`config.mk`:
```
export PLATFORM = sky130hd
export DESIGN_NAME = mips_avl_arbiter
export DESIGN_NICKNAME = d
export VERILOG_FILES = /design/src/rtl/mips_avl_pkg.sv /design/src/rtl/avl_rr_pick2.sv /design/src/rtl/mips_avl_arbiter.sv
export SDC_FILE = /design/constraint.sdc
export NUM_CORES = 1
export LEC_CHECK = 0
export ABC_CLOCK_PERIOD_IN_PS = 2700
export CAP_MARGIN = 20
export CORE_UTILIZATION = 37
export CTS_CLUSTER_SIZE = 16
export DETAILED_ROUTE_END_ITERATION = 6
export PLACE_DENSITY = 0.89
export SLEW_MARGIN = 20
export SYNTH_ARGS = -nofsm -noshare
export SYNTH_HDL_FRONTEND = slang
export SYNTH_SLANG_ARGS = --single-unit
```
`constraint.sdc`:
```
create_clock -name clk -period 2.7 [get_ports clk]
set_input_delay 0.27 -clock clk [delete_from_list [all_inputs] [get_ports clk]]
set_output_delay 0.27 -clock clk [all_outputs]
set_load 0.01 [all_outputs]
```
`src/rtl/mips_avl_pkg.sv`:
```
// Shared types for the two-master Avalon-MM arbiter.
//   arb_state_t : arbiter FSM states (idle, granted to I, granted to D)
//   mst_id_t    : master identity, used for the round-robin history
//   AVL_BE_ALL  : all-lanes byteenable for the default 32-bit data path
package mips_avl_pkg;

  typedef enum logic [1:0] {
    ARB_IDLE  = 2'd0,
    ARB_GNT_I = 2'd1,
    ARB_GNT_D = 2'd2
  } arb_state_t;

  typedef enum logic [1:0] {
    MST_NONE = 2'd0,
    MST_I    = 2'd1,
    MST_D    = 2'd2
  } mst_id_t;

  localparam logic [3:0] AVL_BE_ALL = 4'hF;

endpackage

```
`src/rtl/avl_rr_pick2.sv`:
```
// Combinational two-way round-robin picker.
//   req_i, req_d : requests from the I and D masters
//   last         : master that completed the most recent transfer
//   winner       : master to grant (MST_NONE when nobody requests)
// With both requesting, the master not served last wins; with no history
// the tie goes to D when D_FIRST is set, otherwise to I.
module avl_rr_pick2
  import mips_avl_pkg::*;
#(
  parameter bit D_FIRST = 1'b1
) (
  input  logic    req_i,
  input  logic    req_d,
  input  mst_id_t last,
  output mst_id_t winner
);

  always_comb begin
    winner = MST_NONE;
    if (req_i && req_d) begin
      if (last == MST_I)      winner = MST_D;
      else if (last == MST_D) winner = MST_I;
      else                    winner = D_FIRST ? MST_D : MST_I;
    end else if (req_d) begin
      winner = MST_D;
    end else if (req_i) begin
      winner = MST_I;
    end
  end

endmodule

```
`src/rtl/mips_avl_arbiter.sv`:
```
// Two-master Avalon-MM arbiter: instruction fetch (I, read-only) and data (D)
// share one memory slave. Registered round-robin grant, one transfer in
// flight, grant held until the slave drops waitrequest.
// Ports:
//   clk, reset                 clock; asynchronous active-low reset
//   i_address/i_read           I master request; i_readdata/i_waitrequest back
//   d_address/d_read/d_write/
//   d_writedata/d_byteenable   D master request; d_readdata/d_waitrequest back
//   address/read/write/
//   writedata/byteenable       to slave; readdata/waitrequest from slave
//   protocol_err               sticky flag: a master broke the Avalon hold rules
//   dbg_state                  current FSM state (arb_state_t encoding)
// Handshake: a transfer completes on a rising edge where the granted master
// holds its request and the slave's waitrequest is low; until then the
// master must keep its command, address and data stable.
module mips_avl_arbiter
  import mips_avl_pkg::*;
#(
  parameter int ADDR_W  = 32,
  parameter int DATA_W  = 32,
  parameter bit D_FIRST = 1'b1
) (
  input  logic                clk,
  input  logic                reset,
  input  logic [ADDR_W-1:0]   i_address,
  input  logic                i_read,
  output logic [DATA_W-1:0]   i_readdata,
  output logic                i_waitrequest,
  input  logic [ADDR_W-1:0]   d_address,
  input  logic                d_read,
  input  logic                d_write,
  input  logic [DATA_W-1:0]   d_writedata,
  input  logic [DATA_W/8-1:0] d_byteenable,
  output logic [DATA_W-1:0]   d_readdata,
  output logic                d_waitrequest,
  output logic [ADDR_W-1:0]   address,
  output logic                read,
  output logic                write,
  output logic [DATA_W-1:0]   writedata,
  output logic [DATA_W/8-1:0] byteenable,
  input  logic [DATA_W-1:0]   readdata,
  input  logic                waitrequest,
  output logic                protocol_err,
  output logic [1:0]          dbg_state
);

  localparam int BE_W = DATA_W / 8;

  arb_state_t state, next_state;
  mst_id_t    last, next_last, winner;

  logic req_i, req_d, gnt_any, gnt_req, err_set, hold_set, hold_changed;

  // Command presented by the granted master (all zero while idle).
  logic [ADDR_W-1:0] cur_addr,  hold_addr;
  logic [DATA_W-1:0] cur_wdata, hold_wdata;
  logic [BE_W-1:0]   cur_be,    hold_be;
  logic [1:0]        cur_rw,    hold_rw;
  logic              hold_valid;

  assign req_i     = i_read;
  assign req_d     = d_read | d_write;
  assign gnt_any   = (state != ARB_IDLE);
  assign dbg_state = state;

  avl_rr_pick2 #(.D_FIRST(D_FIRST)) u_pick (
    .req_i  (req_i),
    .req_d  (req_d),
    .last   (last),
    .winner (winner)
  );

  always_comb begin
    cur_addr  = '0;
    cur_wdata = '0;
    cur_be    = '0;
    cur_rw    = 2'b00;
    gnt_req   = 1'b0;
    case (state)
      ARB_GNT_I: begin
        cur_addr = i_address;
        cur_be   = '1;
        cur_rw   = {i_read, 1'b0};
        gnt_req  = req_i;
      end
      ARB_GNT_D: begin
        cur_addr  = d_address;
        cur_wdata = d_writedata;
        cur_be    = d_byteenable;
        cur_rw    = {d_read, d_write};
        gnt_req   = req_d;
      end
      default: ;
    endcase
  end

  // Slave side is a straight mux of the granted command.
  always_comb begin
    address       = cur_addr;
    read          = cur_rw[1];
    write         = cur_rw[0];
    writedata     = cur_wdata;
    byteenable    = cur_be;
    i_waitrequest = 1'b1;
    d_waitrequest = 1'b1;
    i_readdata    = '0;
    d_readdata    = '0;
    if (state == ARB_GNT_I) begin
      i_waitrequest = waitrequest;
      i_readdata    = readdata;
    end else if (state == ARB_GNT_D) begin
      d_waitrequest = waitrequest;
      d_readdata    = readdata;
    end
  end

  // Completion hands straight to the other master if it is already
  // requesting, so back-to-back transfers have no idle bubble.
  always_comb begin
    next_state = state;
    next_last  = last;
    case (state)
      ARB_IDLE: begin
        if (winner == MST_I)      next_state = ARB_GNT_I;
        else if (winner == MST_D) next_state = ARB_GNT_D;
      end
      ARB_GNT_I: begin
        if (!req_i) begin
          next_state = ARB_IDLE;
        end else if (!waitrequest) begin
          next_last  = MST_I;
          next_state = req_d ? ARB_GNT_D : ARB_IDLE;
        end
      end
      ARB_GNT_D: begin
        if (!req_d) begin
          next_state = ARB_IDLE;
        end else if (!waitrequest) begin
          next_last  = MST_D;
          next_state = req_i ? ARB_GNT_I : ARB_IDLE;
        end
      end
      default: next_state = ARB_IDLE;
    endcase
  end

  // The command seen on a stalled cycle must reappear unchanged on the next.
  assign hold_set     = gnt_any && waitrequest && gnt_req;
  assign hold_changed = hold_valid &&
                        ({cur_addr, cur_wdata, cur_be, cur_rw} !=
                         {hold_addr, hold_wdata, hold_be, hold_rw});
  assign err_set      = (d_read && d_write) ||
                        (gnt_any && waitrequest && !gnt_req) ||
                        hold_changed;

  always_ff @(posedge clk or negedge reset) begin
    if (!reset) begin
      state        <= ARB_IDLE;
      last         <= MST_NONE;
      protocol_err <= 1'b0;
      hold_valid   <= 1'b0;
      hold_addr    <= '0;
      hold_wdata   <= '0;
      hold_be      <= '0;
      hold_rw      <= 2'b00;
    end else begin
      state      <= next_state;
      last       <= next_last;
      hold_valid <= hold_set;
      if (err_set) protocol_err <= 1'b1;
      if (hold_set) begin
        hold_addr  <= cur_addr;
        hold_wdata <= cur_wdata;
        hold_be    <= cur_be;
        hold_rw    <= cur_rw;
      end
    end
  end

  a_one_grant: assert property (@(posedge clk) disable iff (!reset)
    !(!i_waitrequest && !d_waitrequest));
  a_i_no_write: assert property (@(posedge clk) disable iff (!reset)
    (state == ARB_GNT_I) |-> !write);
  a_grant_held: assert property (@(posedge clk) disable iff (!reset)
    (gnt_any && waitrequest && gnt_req) |=> (state == $past(state)));

endmodule

```
# Word-level counts from Yosys, hierarchy flattened
# Cells that the tools add are included.
# Widths: inputs -> output; s select.
totals:
  ff_bits: 76
  input_bits: 138
  output_inout_bits: 139
  word_cells: 66
op_classes:
  eq_ne: 14
  n_mux: 29
  bitwise_logic: 1
  n_reduce_logical: 14
ops:
  columns: ["cell", "n"]
  rows:
  - ["$mux 32", 4]
  - ["$ne 70x70->1", 1]
  - ["$pmux 32 s2", 1]
  - ["$mux 2", 15]
  - ["$ne 3x3->1 const B", 3]
  - ["$ne 2x2->1 const B", 4]
  - ["$pmux 2 s2", 2]
  - ["$pmux 4 s2", 1]
  - ["$eq 2x1->1 const B", 3]
  - ["$eq 2x2->1 const B", 3]
  - ["$logic_and 1x1->1", 6]
  - ["$pmux 2 s3", 1]
  - ["$reduce_and 5->1", 1]
  - ["$mux 1", 4]
  - ["$reduce_bool 2->1", 2]
  - ["$reduce_and 3->1", 1]
  - ["$logic_not 2->1", 1]
  - ["$logic_or 1x1->1", 2]
  - ["$pmux 1 s2", 1]
  - ["$logic_not 1->1", 1]
  - ["$or 1x1->1", 1]

# Logic depth before layout (Yosys ltp)
depth:
  word_depth: 8
  depth_mapped: 12

# Modules after synthesis
# Synthesis repeated with hierarchy kept, for this count alone.
unflattened:
  cells_unflattened: 616
  hier_area_um2: 5405.2
by_module_without_submodules:
  columns: ["mod", "n_inst", "cells_per_inst", "area_per_inst_um2"]
  rows:
  - ["mips_avl_arbiter", 1, 612, 5375.2]
  - ["avl_rr_pick2", 1, 4, 30.0]

# Least setup slack after synthesis
# No wires, ideal clock.
synth_timing:
  kind: "flip-flop to flip-flop"
  startpoint: "register state[0], in the netlist dbg_state[0]"
  endpoint: "register protocol_err"
  setup_time_ns: 0.126
  t_arrival_ns: 2.667
  required_time_ns: 2.574
  slack_ns: -0.093
  stages_incl_launch_ff: 11
  n_path_buf: 1
  period_less_slack_ns: 2.793
  path_cell_list: "dfrtp_1 inv_1 ha_1 inv_1 buf_2 nor2_1 o2bb2ai_1 nor4b_1 nand4_1 or4_1 o32a_1"
synth_rtl:
  columns: ["element", "line_no", "rtl"]
  rows:
  - ["start: declaration", "mips_avl_arbiter.sv:49", "arb_state_t state, next_state;"]
  - ["start signal: assignment", "mips_avl_arbiter.sv:167", "state <= next_state;"]
  - ["$eq 2x2->1 / $eq 2x1->1 (equally long branches)", "mips_avl_arbiter.sv:79", "case (state)"]
  - ["$pmux 32 s2 *", "mips_avl_arbiter.sv:79", null]
  - ["net address[14]", "mips_avl_arbiter.sv:36", "output logic [ADDR_W-1:0] address,"]
  - ["$ne 70x70->1 *", "mips_avl_arbiter.sv:150", "({cur_addr, cur_wdata, cur_be, cur_rw} !="]
  - ["$logic_and 1x1->1 *", "mips_avl_arbiter.sv:149", "assign hold_changed = hold_valid &&"]
  - ["$logic_or 1x1->1 *", "mips_avl_arbiter.sv:153", "(gnt_any && waitrequest && !gnt_req) ||"]
  - ["end signal: assignment", "mips_avl_arbiter.sv:160", "protocol_err <= 1'b0;"]
  - ["end signal: assignment", "mips_avl_arbiter.sv:170", "if (err_set) protocol_err <= 1'b1;"]
  - ["end: declaration", "mips_avl_arbiter.sv:43", "output logic protocol_err,"]
# Mark *: on every way through the listed nets, which the timed path passes. The rest lies on a longest branch.
# A chain may end at the register's enable or synchronous reset.

# Worst setup path after layout
layout_timing:
  startpoint: "register state[1], in the netlist dbg_state[1]"
  endpoint: "register protocol_err"
layout_via:
  elab_chain_cells: 6
layout_lines:
  columns: ["element", "line_no"]
  rows:
  - ["branches (longest 5 deep; another with $ne 70x70->1)", null]
  - ["$logic_or 1x1->1 *", "mips_avl_arbiter.sv:153"]
# Mark *: on every way between the ends.

==> results.txt <==
----------------------------------------------------
[Timing]
  Headroom to the max-slew limit ... 0.332
  Min Clock Period, post-route ... 2880 ps
  Tcrit/Tclk final ... 1.07
  Total Negative Setup Slacks ... -184 ps
  Skew final ... 7.62 ps
  Hold violation count in the final report ... 0
  Transition time of the tightest slew-check pin ... 1000 ps
  # setup viols final ... 1
  Setup repair after global routing missed its margin ... true
  Final number of max-transition violations ... 0
  Least setup slack across all paths after layout ... -184 ps
  Peak clock frequency supported by timing ... 347 MHz

[Setup path]
  Data required time at the worst endpoint ... 2910 ps
  Series of cell instances along the critical path ... buf_4 -> ha_4 -> buf_8 -> a22oi_2 -> buf_4 -> mux2i_1 -> o221ai_1 -> o21ai_1 -> nand4_1 -> or4_4 -> o32a_1
  Critical path type ... flip-flop to flip-flop
  Kind of start point of the critical path ... flip-flop
  Critical path's largest stage delay ... 550 ps
  Slack of the worst reg-to-reg path ... -180 ps
  Critical path peak fanout ... 10
  Cell with the largest stage delay on the worst path ... sky130_fd_sc_hd__or4_4
  Type of destination of the critical path ... flip-flop
  Data arrival time of the critical path ... 3100 ps
  Most prevalent standard cell on the critical path ... sky130_fd_sc_hd__buf_4

[Logic synthesis]
  Async SR Flop Fraction ... 1.00
  Ranking of synthesized cells by area ... sky130_fd_sc_hd__dfrtp_1, sky130_fd_sc_hd__and2_1, sky130_fd_sc_hd__mux2_2, sky130_fd_sc_hd__a22oi_1, sky130_fd_sc_hd__o21ai_0
  Top cell types by occurrence after synthesis ... sky130_fd_sc_hd__and2_1, sky130_fd_sc_hd__dfrtp_1, sky130_fd_sc_hd__o21ai_0
  Post-synth design cell area ... 0.00530 sq mm
  Warning count from the yosys run ... 0
  Post-Syn Nets ... 772
  Commonest register cell after synthesis ... sky130_fd_sc_hd__dfrtp_1
  Post-synthesis instance total ... 629
  Most numerous cell in the Yosys netlist ... sky130_fd_sc_hd__and2_1
  Number of enable flip-flop cells after synthesis ... 0
  Post-synthesis average cell area ... 8.43 sq um
  Fraction of the yosys area taken by sequential cells ... 0.359
  Count of state elements after synthesis ... 76
  Proportion of netlist area held by the largest area contributor ... 0.359
  Post-synth top area cell ... sky130_fd_sc_hd__dfrtp_1
  Number of library cell types mapped by synthesis ... 54

[Clock tree]
  Cell chosen for the clock root ... sky130_fd_sc_hd__clkbuf_16
  H-tree depth reported by CTS ... 3
  TritonCTS clock tree ... built
  Clk pin slew, worst setup/hold paths ... 60 ps
  Post-CTS Hold Fix Bufs ... 0
  Clock latency reported for the late side of the worst-skew pair ... 330 ps
  Num CTS Buffers ... 9
  CTS Sinks ... 76
  Worst-case clock buffer depth ... 2

[Die]
  Y dimension of the die ... 122 microns
  Die footprint ... 0.0148 sq mm
  Placement Rows ... 43
  Total I/O pin count ... 277
  Core box area ... 0.0139 sq mm
  Initial core utilization ... 0.381
  Horiz. Die Dim ... 122 microns

[Placement]
  Placed inst area ... 0.00861 sq mm
  Setup WS pre-CTS ... -301 ps
  Final RePlAce weighted congestion ... 0.875
  Cell count after placement ... 1099
  Count of buffers inserted at the top-level ports ... 276
  Detail Placement HPWL ... 14300 microns

[Hold path]
  Classification of the worst-slack hold path ... input pin to asynchronous set/reset pin

[Route]
  Detailed-route DRC error count ... 0
  TritonRoute pass-1 iters ... 7
  Average vias per placed instance ... 5.43
  Final wirelength ... 20200 microns
  Number of routed nets with antenna violations ... 0
  Average routed wire per standard cell ... 17.8 microns
  Total vias in the final route ... 6168
  Starting DRT DRC Count ... 393

[Finish]
  Antenna Cells ... 0
  Area added between synthesis and finish ... 76.6%
  Final instance area ... 0.00937 sq mm
  Fraction of layout cells with a size suffix above 1 ... 0.176
  Number of fillers in the final layout ... 1074
  Number of nets in the finished design ... 1094
  Count of placed standard cells in the final layout, fillers left out ... 1136

[Run status]
  Violated checks ... setup timing
  Outcome ... finished, violations left

[Pwr]
  Power per Cell Area ... 957 mW/mm^2
  Final Total Pwr ... 8960 uW
  Static leakage ... 0.00416 uW
  Max VDD drop ... 443 uV

[GRT]
  Overall fraction of global-route tracks in use ... 0.255
  Global-route wire length before repair ... 29200 microns
  Pin count of the biggest net entering global routing ... 77
  Grt ovf ... 0
  Via count of the first global-routing pass ... 5815
  Number of antenna violations at the first check in global routing ... 0

[Job]
  Max-capacitance violation count ... 0

----------------------------------------------------
==> sequential cells by signal (all words and copies together) (netlist names) <==
name and flops:
protocol_err 1, hold_addr 32, hold_rw 2, dbg_state 2, hold_valid 1, hold_wdata 32
hold_be 4, last 2
==> timing repair <==
item                       4_1_cts  5_1_grt
gates cloned                     0        4
pin swaps                       10       12
buffers inserted                11        6
gates resized for setup         64       53
setup endpoints to repair       92       80
==> per-stage QoR <==
| stage | hold WS [ps] | util |
|---|---|---|
| after floorplan | -25.6 | - |
| after global placement | 451 | 0.618 |
| after detailed placement | 488 | 0.618 |
| after CTS | 147 | 0.648 |
| after global routing | 158 | 0.672 |
| final | 70.1 | 0.672 |
==> worst max-delay path, delay by kind of cell, from the launching register on <==
family	cells	cell delay, ps
AOI/OAI and AO/OA	4	790
muxes	1	220
buffers and inverters	3	470
DFF	1	390
and+or+nand+nor	2	710
adders and majority gates	1	190
==> routing by layer <==
layer,global-route usage,share of wire,routed length [microns],vias up
li1,-,-,-,2866
met1,0.285,0.37,7430,2923
met2,0.467,0.52,10600,316
met3,0.0543,0.071,1440,63
met4,0.105,0.038,767,0
met5,0,0,0,-
==> cell families after synthesis <==
| group | Yosys count | synth area share |
|---|---|---|
| AO/OA/AOI/OAI | 159 | 0.189 |
| XOR/XNOR | 37 | 0.0611 |
| adder cells (fa/ha/maj) | 5 | 0.0118 |
| buffers and inverters | 55 | 0.0434 |
| flip-flops | 76 | 0.359 |
| multiplexers | 33 | 0.0698 |
| AND/OR/NAND/NOR | 264 | 0.266 |
==> cells in the final DEF, fill, tap and decap left out, types with 7 or more instances in the layout <==
cell                              count
sky130_fd_sc_hd__nand2_1             55
sky130_fd_sc_hd__nor2_2               9
sky130_fd_sc_hd__buf_12               7
sky130_fd_sc_hd__nor2_1              38
sky130_fd_sc_hd__o21ai_0             63
sky130_fd_sc_hd__buf_6                8
sky130_fd_sc_hd__xor2_1              13
sky130_fd_sc_hd__dfrtp_1             76
sky130_fd_sc_hd__buf_4               54
sky130_fd_sc_hd__dlymetal6s2s_1      15
sky130_fd_sc_hd__dlygate4sd2_1       29
sky130_fd_sc_hd__and2_1              98
sky130_fd_sc_hd__a21oi_1             12
sky130_fd_sc_hd__inv_1               12
sky130_fd_sc_hd__clkbuf_16           13
sky130_fd_sc_hd__a22oi_1             36
sky130_fd_sc_hd__nand3b_1            11
sky130_fd_sc_hd__xnor2_1             24
sky130_fd_sc_hd__mux2_2              32
sky130_fd_sc_hd__clkdlybuf4s50_1    228
sky130_fd_sc_hd__a22oi_2             10
sky130_fd_sc_hd__nand3_1              8
sky130_fd_sc_hd__o22ai_1              8
==> final cells by class <==
type / count / area [sq um] / share of cell area
Inverter: 16 / 63.8 / 0.00681
Tap cell: 180 / 225 / 0.0240
Sequential cell: 76 / 1900 / 0.203
Timing Repair Buffer: 350 / 3500 / 0.374
Multi-Input combinational cell: 498 / 3410 / 0.364
Clock inverter: 2 / 10.0 / 0.00107
Clock buffer: 14 / 254 / 0.0271
==> report_power, final <==
part	switching, uW	total, uW	internal (uW)
Sequential	429	1980	1550
Combinational	2810	5870	3060
Clock	463	1110	646
==> path summary, 6_finish.rpt <==
kind / depth (start not counted) / start / endpoint
setup reg to reg: 11 / dbg_state[1] / protocol_err
min in group clk: 1 / hold_valid / protocol_err
hold reg to reg: 1 / hold_valid / protocol_err
setup / recovery: 11 / dbg_state[1] / protocol_err
max in group asynchronous: 1 / reset / hold_wdata[9]
hold / removal: 1 / reset / hold_addr[18]
Power figures use the tool's default switching activity.
==> variant 1 (config.mk and constraints unchanged) <==
The 3 values of `mst_id_t` get a one-hot encoding in 3 bits.
--- a/src/rtl/mips_avl_pkg.sv
+++ b/src/rtl/mips_avl_pkg.sv
@@ -12,6 +12,6 @@
 
-  typedef enum logic [1:0] {
-    MST_NONE = 2'd0,
-    MST_I    = 2'd1,
-    MST_D    = 2'd2
+  typedef enum logic [2:0] {
+    MST_NONE = 3'b001,
+    MST_I    = 3'b010,
+    MST_D    = 3'b100
   } mst_id_t;
Behaviour: same outputs for any inputs over 10 cycles, from zero or initial values and one cycle with reset low; not proved beyond that.
==> variant 1 against the original RTL <==
- the flow finishes with violations (negative hold slack)
- sequential cell count is 1 higher
- routed wire length decreased by 3.5%
- synthesized area rose by 2.0%
- worst setup slack better by 220 ps
- sequential power decreased by 7%
- die area increased by 1.9%
- power grew 4.0%
- via count shrank 5.8%
- cell area fell by 3.7%
- clock skew fell by 1.7 ps
==> variant 1: results (changes against the original RTL) <==
Final hold violation count = 14 (was 0)
Power per cell area = 1030 nW/um2 (was 957 nW/um2)
Failing checks = negative hold slack (was negative setup slack)
TritonRoute pass-1 iters = 5 (was 7)
Vias/cell = 5.30 (was 5.43)
Placed Area = 8530 um2 (was 8610 um2)
Wire length on met3 = 1.24 mm (was 1.44 mm)
Post-Syn Nets = 770 (was 772)
Postcts setup bufs = 2 (was 11)
Largest net degree at the start of global routing = 78 (was 77)
Fraction of area in multi-input gates = 36.2% (was 36.4%)
M3 GR Usage = 5.21% (was 5.43%)
Fin util = 64.2% (was 67.2%)
Mux cell area share after synthesis = 6.66% (was 6.98%)
GRT Util Overall = 25.5% (about the same)
Met2 GRT Util = 45.6% (was 46.7%)
M1 GR Usage = 29.7% (was 28.5%)
Register area share after synthesis = 35.7% (was 35.9%)
Post-synthesis compound-gate area fraction = 19.3% (was 18.9%)
Gate Count Post-Synth = 628 (was 629)
Area contributors post-synth = dfrtp_1 (35%), and2_1 (11%), o21ai_0 (6.7%) (was dfrtp_1 (36%), and2_1 (12%), mux2_2 (6.8%))
Multi-In Gates = 495 (was 498)
Status = finished with violations (unchanged)
Register share of total power = 19.8% (was 22.1%)
Final wirelength = 19.5 mm (was 20.2 mm)
Lkg Pwr = 3.83 nW (was 4.16 nW)
Nonclk buf count = 314 (was 350)
HPWL Detailed = 14.9 mm (was 14.3 mm)
Worst path max stage delay = 470 ps (was 550 ps)
P_sw = 0.00375 W (was 0.00371 W)
First-pass GRT wire length = 29.2 mm (about the same)
Kind of cell adding the most delay to the critical path = simple AND/OR/NAND/NOR gates (was compound AO/OA/AOI/OAI gates)
Final Skew = 5.94 ps (was 7.62 ps)
Routability cong. = 0.801 (was 0.875)
Worst slew pin tran = 734 ps (was 1000 ps)
Met1 WL = 7.57 mm (was 7.43 mm)
Vias in the first global route = 5711 (was 5815)
Hold slack = -19.3 ps (was 70.1 ps)
Slowest stage cell on the critical path = or4_1 (was or4_4)
Clkbuf count = 12 (was 14)
ClkCell Share = 3.62% (was 2.82%)
Sequential cell area share = 21.4% (was 20.3%)
[variant 1: cell types whose count changed after synthesis, moves of 5 or more]
| cell | unedited run | this run |
|---|---|---|
| or3_1 | 0 | 11 |
| nand4b_1 | 2 | 12 |
| xor2_1 | 13 | 3 |
| a22oi_1 | 46 | 37 |
| clkbuf_1 | 26 | 17 |
| nand3_1 | 9 | 1 |
| nand3b_1 | 11 | 3 |
| o21ai_0 | 65 | 72 |
| a21oi_1 | 15 | 9 |
| nand2_1 | 55 | 49 |
| buf_6 | 1 | 6 |
| nor4bb_1 | 2 | 7 |
| o22ai_1 | 8 | 3 |
[variant 1: path summary, 6_finish.rpt]
check                      slack, ps        endpoint          from  cells past startpoint
hold / removal                   -20  hold_wdata[21]         reset                      1
hold reg to reg                  480    protocol_err    hold_valid                      1
max in group asynchronous       2220   hold_addr[19]         reset                      1
setup / recovery                  40    protocol_err  dbg_state[1]                      9
min in group clk                 480    protocol_err    hold_valid                      1
setup reg to reg                  40    protocol_err  dbg_state[1]                      9
==> variant 2 (config.mk and constraints unchanged) <==
Without the edit above. Change the parameter `ADDR_W` from 32 to 64.
--- a/src/rtl/mips_avl_arbiter.sv
+++ b/src/rtl/mips_avl_arbiter.sv
@@ -18,3 +18,3 @@
 #(
-  parameter int ADDR_W  = 32,
+  parameter int ADDR_W  = 64,
   parameter int DATA_W  = 32,
Ports: changed (resized address, d_address and i_address); port bits go from 277 to 373. The function was not compared with the original's and may differ.
==> variant 2 against the original RTL <==
- the flow finishes with violations (negative hold slack, negative setup slack)
- worst setup slack improved by 110 ps
- synthesized area rose by 40%
- critical path depth fell by 1
- sequential cell count rose by 32
- sequential share of layout area rose by 1.8 points
- clock power rose by 14%
- power rose by 29%
- routed wire length rose by 42%
- largest power group unchanged
- via count rose by 33%
- sequential power rose by 35%
- cell area rose by 31%
==> variant 2: results (changes against the original RTL) <==
Status = finished with violations (unchanged)
Failing checks = negative hold slack, negative setup slack (was negative setup slack)
Vias/cell = 5.40 (was 5.43)
Vias in the first global route = 7913 (was 5815)
Final wirelength = 28.7 mm (was 20.2 mm)
CTS buffer count = 9 (unchanged)
Layout Nets = 1454 (was 1094)
Register area share after synthesis = 36.5% (was 35.9%)
Lkg Pwr = 5.14 nW (was 4.16 nW)
GRT Util Overall = 26.5% (was 25.5%)
Initial antenna violation count = 2 (was 0)
Number of diodes = 0 (unchanged)
Worst hold-check path type = in2async (unchanged)
Dpl ws = -96.8 ps (was -301 ps)
Worst-Skew Late Latency = 360 ps (was 330 ps)
TritonRoute pass-1 iters = 6 (was 7)
First-pass GRT wire length = 41.5 mm (was 29.2 mm)
Routability cong. = 0.909 (was 0.875)
Kind of cell adding the most delay to the critical path = compound AO/OA/AOI/OAI gates (unchanged)
Placed Area = 11700 um2 (was 8610 um2)
H-Tree Level Count = 3 (unchanged)
TNS Setup = -70.1 ps (was -184 ps)
Final setup fails = 1 (unchanged)
Area contributors post-synth = dfrtp_1 (36%), and2_1 (8.2%), o21ai_0 (7.6%) (was dfrtp_1 (36%), and2_1 (12%), mux2_2 (6.8%))
Hold slack = -12.8 ps (was 70.1 ps)
Synth cell count leaders = o21ai_0 (112), dfrtp_1 (108), and2_1 (97) (was and2_1 (99), dfrtp_1 (76), o21ai_0 (65))
Largest net degree at the start of global routing = 69 (was 77)
Synth Flop Type = dfrtp_1 (unchanged)
Distinct cells, synth = 47 (was 54)
YS warnings = 0 (unchanged)
Clock buffer depth = 2 (unchanged)
Worst slew pin tran = 817 ps (was 1000 ps)
Final hold violation count = 4 (was 0)
Setup ws final = -70.1 ps (was -184 ps)
HPWL Detailed = 21.5 mm (was 14.3 mm)
Critical path arrival = 3010 ps (was 3100 ps)
Post-Syn Nets = 1074 (was 772)
Crit path max fanout = 12 (was 10)
Number of fill cells = 1620 (was 1074)
Worst path max stage delay = 380 ps (was 550 ps)
Share of cells above drive strength 1 = 11.5% (was 17.6%)
Max IR drop VDD = 0.515 mV (was 0.443 mV)
Top Registers = hold_addr (64), hold_wdata (32), hold_be (4) (was hold_addr (32), hold_wdata (32), hold_be (4))
Final Skew = 9.85 ps (was 7.62 ps)
PortBufs = 372 (was 276)
First-iteration detailed-routing DRC count = 417 (was 393)
CTS clk-pin slew, worst paths = 80 ps (was 60 ps)
Slowest stage cell on the critical path = dfrtp_1 (was or4_4)
Root buffer cell = clkbuf_16 (unchanged)
Synth async-reset ratio = 100% (unchanged)
variant 2: layout make-up:
type	count	area, um2	share of cell area, %
Tap cell	265	332	2.71
Timing Repair Buffer	430	4420	36.2
Clock inverter	5	45.0	0.368
Inverter	15	58.8	0.481
Sequential cell	108	2700	22.1
Multi-Input combinational cell	683	4440	36.3
Clock buffer	10	229	1.87
variant 2: path summary, 6_finish.rpt:
kind / start / endpoint / slack (ps) / depth (start not counted)
min in group clk: hold_valid / protocol_err / 500 / 1
worst min register to register: hold_valid / protocol_err / 500 / 1
worst min-delay path: reset / hold_wdata[12] / -10 / 1
worst max register to register: dbg_state[1] / protocol_err / -70 / 10
worst max-delay path: dbg_state[1] / protocol_err / -70 / 10
max in group asynchronous: reset / hold_addr[33] / 1910 / 2
variant 2: through the flow:
stage          util, %  std cells
2_1_floorplan        -        867
3_3_place_gp      59.9       1492
3_5_place_dp      59.9       1492
4_1_cts           61.8       1511
5_1_grt           62.6       1516
6_report          62.6       1516
variant 2: logic make-up after synthesis:
group	after synthesis	synth area share, %
buffers and inverters	76	5.10
and+or+nand+nor	352	24.3
AOI/OAI and AO/OA	238	21.8
adders and majority gates	5	0.845
DFF	108	36.5
xor gates and xnor gates	57	6.74
muxes	31	4.71
variant 2: layer usage:
layer	vias up	track usage (%)	wire, um
met2	382	46.8	14200
met3	57	7.70	2710
met4	2	10.5	955
met5	-	0	13
met1	3912	29.8	10800
li1	3840	-	-
variant 2: what timing repair did:
action	CTS	global route
setup endpoints to repair	53	40
pin swaps	4	3
cloned	2	2
hold buffers	0	0
setup buffers	2	3
gates resized for setup	14	24
variant 2: where the power goes:
group	switching, W	internal, W
registers	0.000486	0.00218
clock network	0.000637	0.000635
logic	0.00388	0.00378
total	0.00500	0.00659
